File: src/rtl/cplx_wsum_pkg.sv
// Shared widths, FSM state type and the round/saturate helper for cplx_wsum.
package cplx_wsum_pkg;

    localparam int DW        = 12;           // sample width (signed)
    localparam int WW        = 4;            // weight width (signed)
    localparam int OW        = 9;            // output width (signed)
    localparam int AW        = 21;           // accumulator width
    localparam int SHIFT     = 10;           // right shift before saturation
    localparam int BURST_LEN = 12;           // samples per burst
    localparam int NUM_BURST = 10;           // bursts per run

    localparam int PW     = DW + WW;                // product width
    localparam int CNT_W  = $clog2(BURST_LEN);      // sample counter width
    localparam int BCNT_W = $clog2(NUM_BURST);      // burst counter width

    // Half an output LSB, added before the arithmetic shift.
    localparam logic signed [AW:0] RND     = (AW+1)'(1) <<< (SHIFT - 1);
    localparam logic signed [AW:0] SAT_MAX = (AW+1)'((2 ** (OW - 1)) - 1);
    localparam logic signed [AW:0] SAT_MIN = (AW+1)'(-(2 ** (OW - 1)));

    typedef enum logic [1:0] {
        ST_RUN   = 2'd0,
        ST_FLUSH = 2'd1,
        ST_DONE  = 2'd2
    } state_t;

    // Round half toward +inf, arithmetic shift, then clamp to the OW range.
    // One guard bit on top of AW keeps the rounding add from wrapping.
    function automatic logic [OW-1:0] sat_round(input logic signed [AW-1:0] acc);
        logic signed [AW:0] w_ext;
        logic signed [AW:0] w_shr;
        logic [OW-1:0]      w_res;
        w_ext = (AW+1)'(acc) + RND;
        w_shr = w_ext >>> SHIFT;
        if (w_shr > SAT_MAX) begin
            w_res = OW'(SAT_MAX);
        end else if (w_shr < SAT_MIN) begin
            w_res = OW'(SAT_MIN);
        end else begin
            w_res = OW'(w_shr);
        end
        return w_res;
    endfunction

endpackage

File: src/rtl/cplx_wsum_cmac_lane.sv
// One component (re or im) of the complex MAC: P1 registers the two partial
// products, P2 combines them (a*b +/- c*d) and accumulates over a burst.
module cmac_lane
    import cplx_wsum_pkg::*;
#(
    parameter bit SUB = 1'b0              // 1: a*b - c*d, 0: a*b + c*d
) (
    input  logic          clk,
    input  logic          rst,
    input  logic          i_valid,        // operands below are meaningful
    input  logic [DW-1:0] i_a,
    input  logic [WW-1:0] i_b,
    input  logic [DW-1:0] i_c,
    input  logic [WW-1:0] i_d,
    input  logic          i_p1_valid,     // P1 products hold a live sample
    input  logic          i_p1_first,     // that sample opens a burst
    output logic [AW-1:0] o_acc
);

    logic signed [PW-1:0] w_prod0;
    logic signed [PW-1:0] w_prod1;
    logic signed [PW-1:0] r_p0;
    logic signed [PW-1:0] r_p1;
    logic signed [AW-1:0] w_sum;
    logic signed [AW-1:0] r_acc;

    // Sign-extend both operands to the product width so the low PW bits
    // of the multiply are the exact signed product.
    assign w_prod0 = PW'($signed(i_a)) * PW'($signed(i_b));
    assign w_prod1 = PW'($signed(i_c)) * PW'($signed(i_d));

    // The sum needs PW+1 bits; AW is wider, so sign-extend first, then combine.
    assign w_sum = SUB ? (AW'(r_p0) - AW'(r_p1)) : (AW'(r_p0) + AW'(r_p1));

    // P1: capture products only for live samples so idle-cycle data never enters.
    always_ff @(posedge clk) begin
        if (rst) begin
            r_p0 <= '0;
            r_p1 <= '0;
        end else if (i_valid) begin
            r_p0 <= w_prod0;
            r_p1 <= w_prod1;
        end
    end

    // P2: the first sample of a burst loads, later samples add, gaps hold.
    always_ff @(posedge clk) begin
        if (rst) begin
            r_acc <= '0;
        end else if (i_p1_valid) begin
            if (i_p1_first) begin
                r_acc <= w_sum;
            end else begin
                r_acc <= r_acc + w_sum;
            end
        end
    end

    assign o_acc = r_acc;

endmodule

File: src/rtl/cplx_wsum.sv
// Complex weighted sum over fixed-length bursts with round/saturate output.
// Pipeline: S0 input capture, P1 products, P2 accumulate, P3 round/saturate.
// Handshake: in_en qualifies one sample per clock (no backpressure);
// out_en is a one-cycle valid for out_data_i/q, which hold between pulses.
module cplx_wsum
    import cplx_wsum_pkg::*;
(
    input  logic          clk,
    input  logic          rst,
    input  logic [DW-1:0] in_data_i,
    input  logic [DW-1:0] in_data_q,
    input  logic [WW-1:0] in_w_i,
    input  logic [WW-1:0] in_w_q,
    input  logic          in_en,
    output logic [OW-1:0] out_data_i,
    output logic [OW-1:0] out_data_q,
    output logic          out_en,
    output logic          out_done,
    output logic [1:0]    out_dbg_state
);

    state_t             r_state;
    state_t             w_state_nxt;
    logic               w_accept;
    logic               w_done_nxt;
    logic               w_first;
    logic               w_last;
    logic               w_final;

    logic [CNT_W-1:0]   r_cnt;
    logic [BCNT_W-1:0]  r_bcnt;

    // S0 registers: qualified input sample and its framing flags
    logic               r_s_valid;
    logic               r_s_first;
    logic               r_s_last;
    logic [DW-1:0]      r_s_di;
    logic [DW-1:0]      r_s_dq;
    logic [WW-1:0]      r_s_wi;
    logic [WW-1:0]      r_s_wq;

    // P1 / P2 control flags travelling alongside the lanes
    logic               r_p1_valid;
    logic               r_p1_first;
    logic               r_p1_last;
    logic               r_p2_valid;

    logic [AW-1:0]      w_acc_i;
    logic [AW-1:0]      w_acc_q;

    logic [OW-1:0]      r_out_i;
    logic [OW-1:0]      r_out_q;
    logic               r_out_en;
    logic               r_out_done;

    assign w_first = (r_cnt == '0);
    assign w_last  = (r_cnt == CNT_W'(BURST_LEN - 1));
    assign w_final = w_last && (r_bcnt == BCNT_W'(NUM_BURST - 1));

    // FSM state register.
    always_ff @(posedge clk) begin
        if (rst) begin
            r_state <= ST_RUN;
        end else begin
            r_state <= w_state_nxt;
        end
    end

    // FSM next state: accept in RUN only; FLUSH waits for the final result.
    always_comb begin
        w_state_nxt = r_state;
        w_accept    = 1'b0;
        w_done_nxt  = 1'b0;
        case (r_state)
            ST_RUN: begin
                w_accept = in_en;
                if (in_en && w_final) begin
                    w_state_nxt = ST_FLUSH;
                end
            end
            ST_FLUSH: begin
                // Previous bursts' results have long drained, so this is the last one.
                if (r_out_en) begin
                    w_done_nxt  = 1'b1;
                    w_state_nxt = ST_DONE;
                end
            end
            ST_DONE: begin
                w_state_nxt = ST_DONE;
            end
            default: begin
                w_state_nxt = ST_RUN;
            end
        endcase
    end

    // Sample and burst counters; framing is purely by count.
    always_ff @(posedge clk) begin
        if (rst) begin
            r_cnt  <= '0;
            r_bcnt <= '0;
        end else if (w_accept) begin
            if (w_last) begin
                r_cnt <= '0;
                if (w_final) begin
                    r_bcnt <= '0;
                end else begin
                    r_bcnt <= r_bcnt + BCNT_W'(1);
                end
            end else begin
                r_cnt <= r_cnt + CNT_W'(1);
            end
        end
    end

    // S0: register accepted samples with their first/last flags.
    always_ff @(posedge clk) begin
        if (rst) begin
            r_s_valid <= 1'b0;
            r_s_first <= 1'b0;
            r_s_last  <= 1'b0;
            r_s_di    <= '0;
            r_s_dq    <= '0;
            r_s_wi    <= '0;
            r_s_wq    <= '0;
        end else begin
            r_s_valid <= w_accept;
            r_s_first <= w_accept && w_first;
            r_s_last  <= w_accept && w_last;
            if (w_accept) begin
                r_s_di <= in_data_i;
                r_s_dq <= in_data_q;
                r_s_wi <= in_w_i;
                r_s_wq <= in_w_q;
            end
        end
    end

    // P1/P2 control: flags follow the products, then only the last sample
    // of a burst arms the output stage.
    always_ff @(posedge clk) begin
        if (rst) begin
            r_p1_valid <= 1'b0;
            r_p1_first <= 1'b0;
            r_p1_last  <= 1'b0;
            r_p2_valid <= 1'b0;
        end else begin
            r_p1_valid <= r_s_valid;
            r_p1_first <= r_s_first;
            r_p1_last  <= r_s_last;
            r_p2_valid <= r_p1_valid && r_p1_last;
        end
    end

    // re = di*wi - dq*wq
    cmac_lane #(.SUB(1'b1)) u_lane_re (
        .clk        (clk),
        .rst        (rst),
        .i_valid    (r_s_valid),
        .i_a        (r_s_di),
        .i_b        (r_s_wi),
        .i_c        (r_s_dq),
        .i_d        (r_s_wq),
        .i_p1_valid (r_p1_valid),
        .i_p1_first (r_p1_first),
        .o_acc      (w_acc_i)
    );

    // im = di*wq + dq*wi
    cmac_lane #(.SUB(1'b0)) u_lane_im (
        .clk        (clk),
        .rst        (rst),
        .i_valid    (r_s_valid),
        .i_a        (r_s_di),
        .i_b        (r_s_wq),
        .i_c        (r_s_dq),
        .i_d        (r_s_wi),
        .i_p1_valid (r_p1_valid),
        .i_p1_first (r_p1_first),
        .o_acc      (w_acc_q)
    );

    // P3: round/saturate the finished burst; data holds between pulses.
    always_ff @(posedge clk) begin
        if (rst) begin
            r_out_i    <= '0;
            r_out_q    <= '0;
            r_out_en   <= 1'b0;
            r_out_done <= 1'b0;
        end else begin
            r_out_en   <= r_p2_valid;
            r_out_done <= w_done_nxt;
            if (r_p2_valid) begin
                r_out_i <= sat_round($signed(w_acc_i));
                r_out_q <= sat_round($signed(w_acc_q));
            end
        end
    end

    assign out_data_i    = r_out_i;
    assign out_data_q    = r_out_q;
    assign out_en        = r_out_en;
    assign out_done      = r_out_done;
    assign out_dbg_state = r_state;

endmodule

File: config.mk
export PLATFORM = sky130hd
export DESIGN_NAME = cplx_wsum
export DESIGN_NICKNAME = d
export VERILOG_FILES = /design/src/rtl/cplx_wsum_pkg.sv /design/src/rtl/cplx_wsum_cmac_lane.sv /design/src/rtl/cplx_wsum.sv
export SDC_FILE = /design/constraint.sdc
export NUM_CORES = 1
export LEC_CHECK = 0
export BUFFER_PORTS_ARGS = -buffer_cell sky130_fd_sc_hd__buf_2
export CORE_UTILIZATION = 54
export DETAILED_ROUTE_END_ITERATION = 6
export MAX_ROUTING_LAYER = met4
export PLACE_DENSITY_LB_ADDON = 0.2
export SETUP_SLACK_MARGIN = 0.4
export SYNTH_ARGS = -nofsm -noshare
export SYNTH_HDL_FRONTEND = slang
export SYNTH_HIERARCHICAL = 1
export SYNTH_SLANG_ARGS = --single-unit
File: constraint.sdc
create_clock -name clk -period 12.5 [get_ports clk]
set_input_delay 2.5 -clock clk [delete_from_list [all_inputs] [get_ports clk]]
set_output_delay 2.5 -clock clk [all_outputs]
set_load 0.01 [all_outputs]
==> results.py <==
metrics = {
    "timing": {
        "finalCritPeriodShare": 0.400,
        "rsz0062_at_grt": "false",
        "relSlewSlack": 0.416,
        "maxSlewViolCount": 0,
        "timing.fmax_mhz": 200,
        "tightest_slew_ns": 0.874,
        "tns_ns": 0,
        "finClkSkew_ns": 0.00987,
        "setup_viol": 0,
        "finalCriticalPeriod_ns": 5.00,
        "final-hold-violation-count": 0,
    },
    "drt": {
        "drc": 0,
        "first_pass_iters": 7,
        "drt_iter0_markers": 970,
        "avgRoutedWirePerCell_um": 16.3,
        "ant_nets": 0,
        "vias": 14339,
        "wirelength_mm": 40.6,
        "viasPerCell": 5.77,
    },
    "final_layout": {
        "nets": 2420,
        "seq_area_sq_um": 3510,
        "syn_to_final_growth_pct": 6.71,
        "fin_util": 0.590,
        "final_common_cell": "nand2_1",
        "drive_above_1_share": 0.0650,
        "antenna_cells": 0,
        "fin_area_sq_um": 18100,
        "multi_input_area_sq_um": 12600,
        "most-common-layout-cells": "233 x nand2_1, 203 x ha_1, 197 x nor2_1, 172 x dfxtp_1, 161 x inv_1",
        "fill_cells": 2829,
        "instances_no_fill": 2487,
    },
    "synth": {
        "synthAdderAreaFrac": 0.272,
        "yosys_warnings": 6,
        "yosys.cell_types.count": 85,
        "postSynthCellCount": 2066,
        "yosysTopAreaCell": "dfxtp_1",
        "synth_compound_area_frac": 0.172,
        "synthMuxAreaShare": 0.0261,
        "seq_area_frac_synth": 0.206,
        "synth_top_family_by_area": "adder cells",
        "synth.top_cell.area_share": 0.206,
        "async_flop_share": 0,
        "ys_ff_latch": 175,
        "synth_area_leaders": "dfxtp_1 21%, ha_1 15%, fa_1 12%",
        "synthFlopType": "dfxtp_1",
        "synth_xor_area_frac": 0.0551,
        "netlist_area_sq_um": 17000,
        "synth_edf_count": 0,
        "synth-simple-area-share": 0.216,
        "synth_fp_nets": 2408,
        "avgSynthCellArea_sq_um": 8.23,
    },
    "floorplanning": {
        "start_util": 0.553,
        "die_h_um": 179,
        "die-width_um": 179,
        "core_area_sq_um": 30700,
        "num_io_pins": 57,
        "rows": 64,
        "die_area_sq_um": 32200,
    },
    "setup_path": {
        "path_buf_inv": 2,
        "critPathTopFamily": "adder cells",
        "arrival_ns": 5.31,
        "path_class": "flop to flop",
        "worst-path-max-fanout": 25,
        "max_stage_delay_ns": 0.89,
        "crit_slowest_cell": "dfxtp_1",
        "required_ns": 12.81,
        "critPathMostFrequentCell": "fa_1",
        "worstSetupEndpointType": "flop",
        "critPathLaunchType": "flop",
        "worstPathCellList": "nand2_1, fa_1, fa_1, fa_1, inv_1, ha_1, inv_1, fa_1, nor2b_1, o21ai_0, a21boi_1, o21ai_1, a211oi_1, nor3_1, or3_1, nand3_1, a21oi_1",
    },
    "grt": {
        "grt_util_met2": 0.430,
        "grt_busiest_layer": "met2",
        "grt_max_degree": 69,
        "antenna_found_initial": 0,
        "grt_pass1_vias": 13840,
        "grt_pass1_wl_mm": 67.4,
        "met3_usage": 0.0288,
        "grt_util_all_layers": 0.261,
        "use_met1": 0.334,
        "grt_overflow": 0,
    },
    "power_and_ir_drop": {
        "p_leak_nw": 8.48,
        "power.density_nw_per_um2": 92.0,
        "ir_drop_mv": 0.0930,
    },
    "placed_design": {
        "dp.cells": 2455,
        "dpl_cell_area_sq_um": 17600,
        "port_buffers": 56,
        "gp_congestion": 0.903,
        "place_hpwl_mm": 30.9,
    },
    "clock_network": {
        "clockRootBuffer": "clkbuf_16",
        "ctsHoldBuffers": 0,
        "post_cts_buffers": 0,
        "clkSlewWorstSetupHoldPaths_ns": 0.08,
        "cts_buffers": 17,
        "worstSkewPairLatency_ns": 0.45,
        "ctsLongestPathBuffers": 2,
        "cts_max_level": 4,
        "cts_tree": "yes",
        "cts.sinks": 175,
        "cts_resized": 0,
    },
    "flow_run": {
        "cap_viol_max_count": 0,
    },
    "min_path": {
        "hold_path.class": "flop to flop",
    },
    "run_status": {
        "status": "complete, no violations",
    },
}
==> report_power, final <==
part           internal [W]  switching [W]
Clock              0.000266       0.000268
Combinational      0.000217       0.000292
Sequential         0.000581      0.0000441
Total               0.00106       0.000603
==> kinds of logic (layout without fill, tap and decap cells) <==
group	after synthesis	after routing
simple gates	766	766
compound gates	433	433
flops	175	175
fa+ha+maj	307	307
mux	44	44
buf+inv	234	259
xor+xnor	107	107
==> area by class of cell <==
cell class | instances | share of cell area
repair buffers | 64 | 0.0191
clock buffers | 18 | 0.0237
multi-input cells | 1657 | 0.695
well taps | 396 | 0.0273
clock inverters | 14 | 0.00807
flip-flops and latches | 175 | 0.193
inverters | 163 | 0.0337
==> tightest hold or removal path, cell delays in order (launching register included) <==
cell	delay (ns)
dfxtp_1	0.30
nand2_1	0.05
nor2_1	0.03
==> cell usage after synthesis (48+ instances only) <==
library cell  number
nand2_1          233
o21ai_0           59
xnor2_1           85
nor3_1            48
clkbuf_1          55
dfxtp_1          175
a21oi_1          132
nor2_1           197
ha_1             203
fa_1             104
and2_1            91
inv_1            161
==> sequential cells by signal, summed over array words and instances (netlist names), 2 cells and up <==
name             count
out_dbg_state        2
r_s_di              12
r_cnt                4
r_s_wi               4
r_bcnt               4
u_lane_im/r_p0      16
u_lane_re/o_acc     21
out_data_i           9
u_lane_re/r_p0      16
u_lane_re/r_p1      16
out_data_q           9
u_lane_im/r_p1      16
r_s_dq              12
u_lane_im/o_acc     21
r_s_wq               4
==> through the flow <==
stage                     hold slack, ns  setup WS (ns)  total power (W)
after detailed placement           0.410           7.54          0.00114
after global placement             0.399           7.70          0.00113
after global routing               0.444           7.16          0.00177
final                              0.420           7.50          0.00167
after floorplan                    0.395           8.21          0.00102
after CTS                          0.421           7.52          0.00168
==> path summary, 6_finish.rpt <==
path	start	to	slack, ns	cells past startpoint
worst max-delay path	r_s_wi[2]$_SDFFE_PP0P_	u_lane_re/r_p0[15]$_SDFFE_PP0P_	7.50	17
worst min-delay path	r_p1_last$_SDFF_PP0_	r_p2_valid$_SDFF_PP0_	0.42	2
worst max register to register	r_s_wi[2]$_SDFFE_PP0P_	u_lane_re/r_p0[15]$_SDFFE_PP0P_	7.50	17
worst min register to register	r_p1_last$_SDFF_PP0_	r_p2_valid$_SDFF_PP0_	0.42	2
==> per-layer routing <==
metal  part of all wire  vias up
met5                  0        -
met2               0.47      251
li1                   -     7130
met3              0.032       56
met1               0.47     6902
met4              0.026        0
No activity file was read; power rests on OpenSTA's default activity.
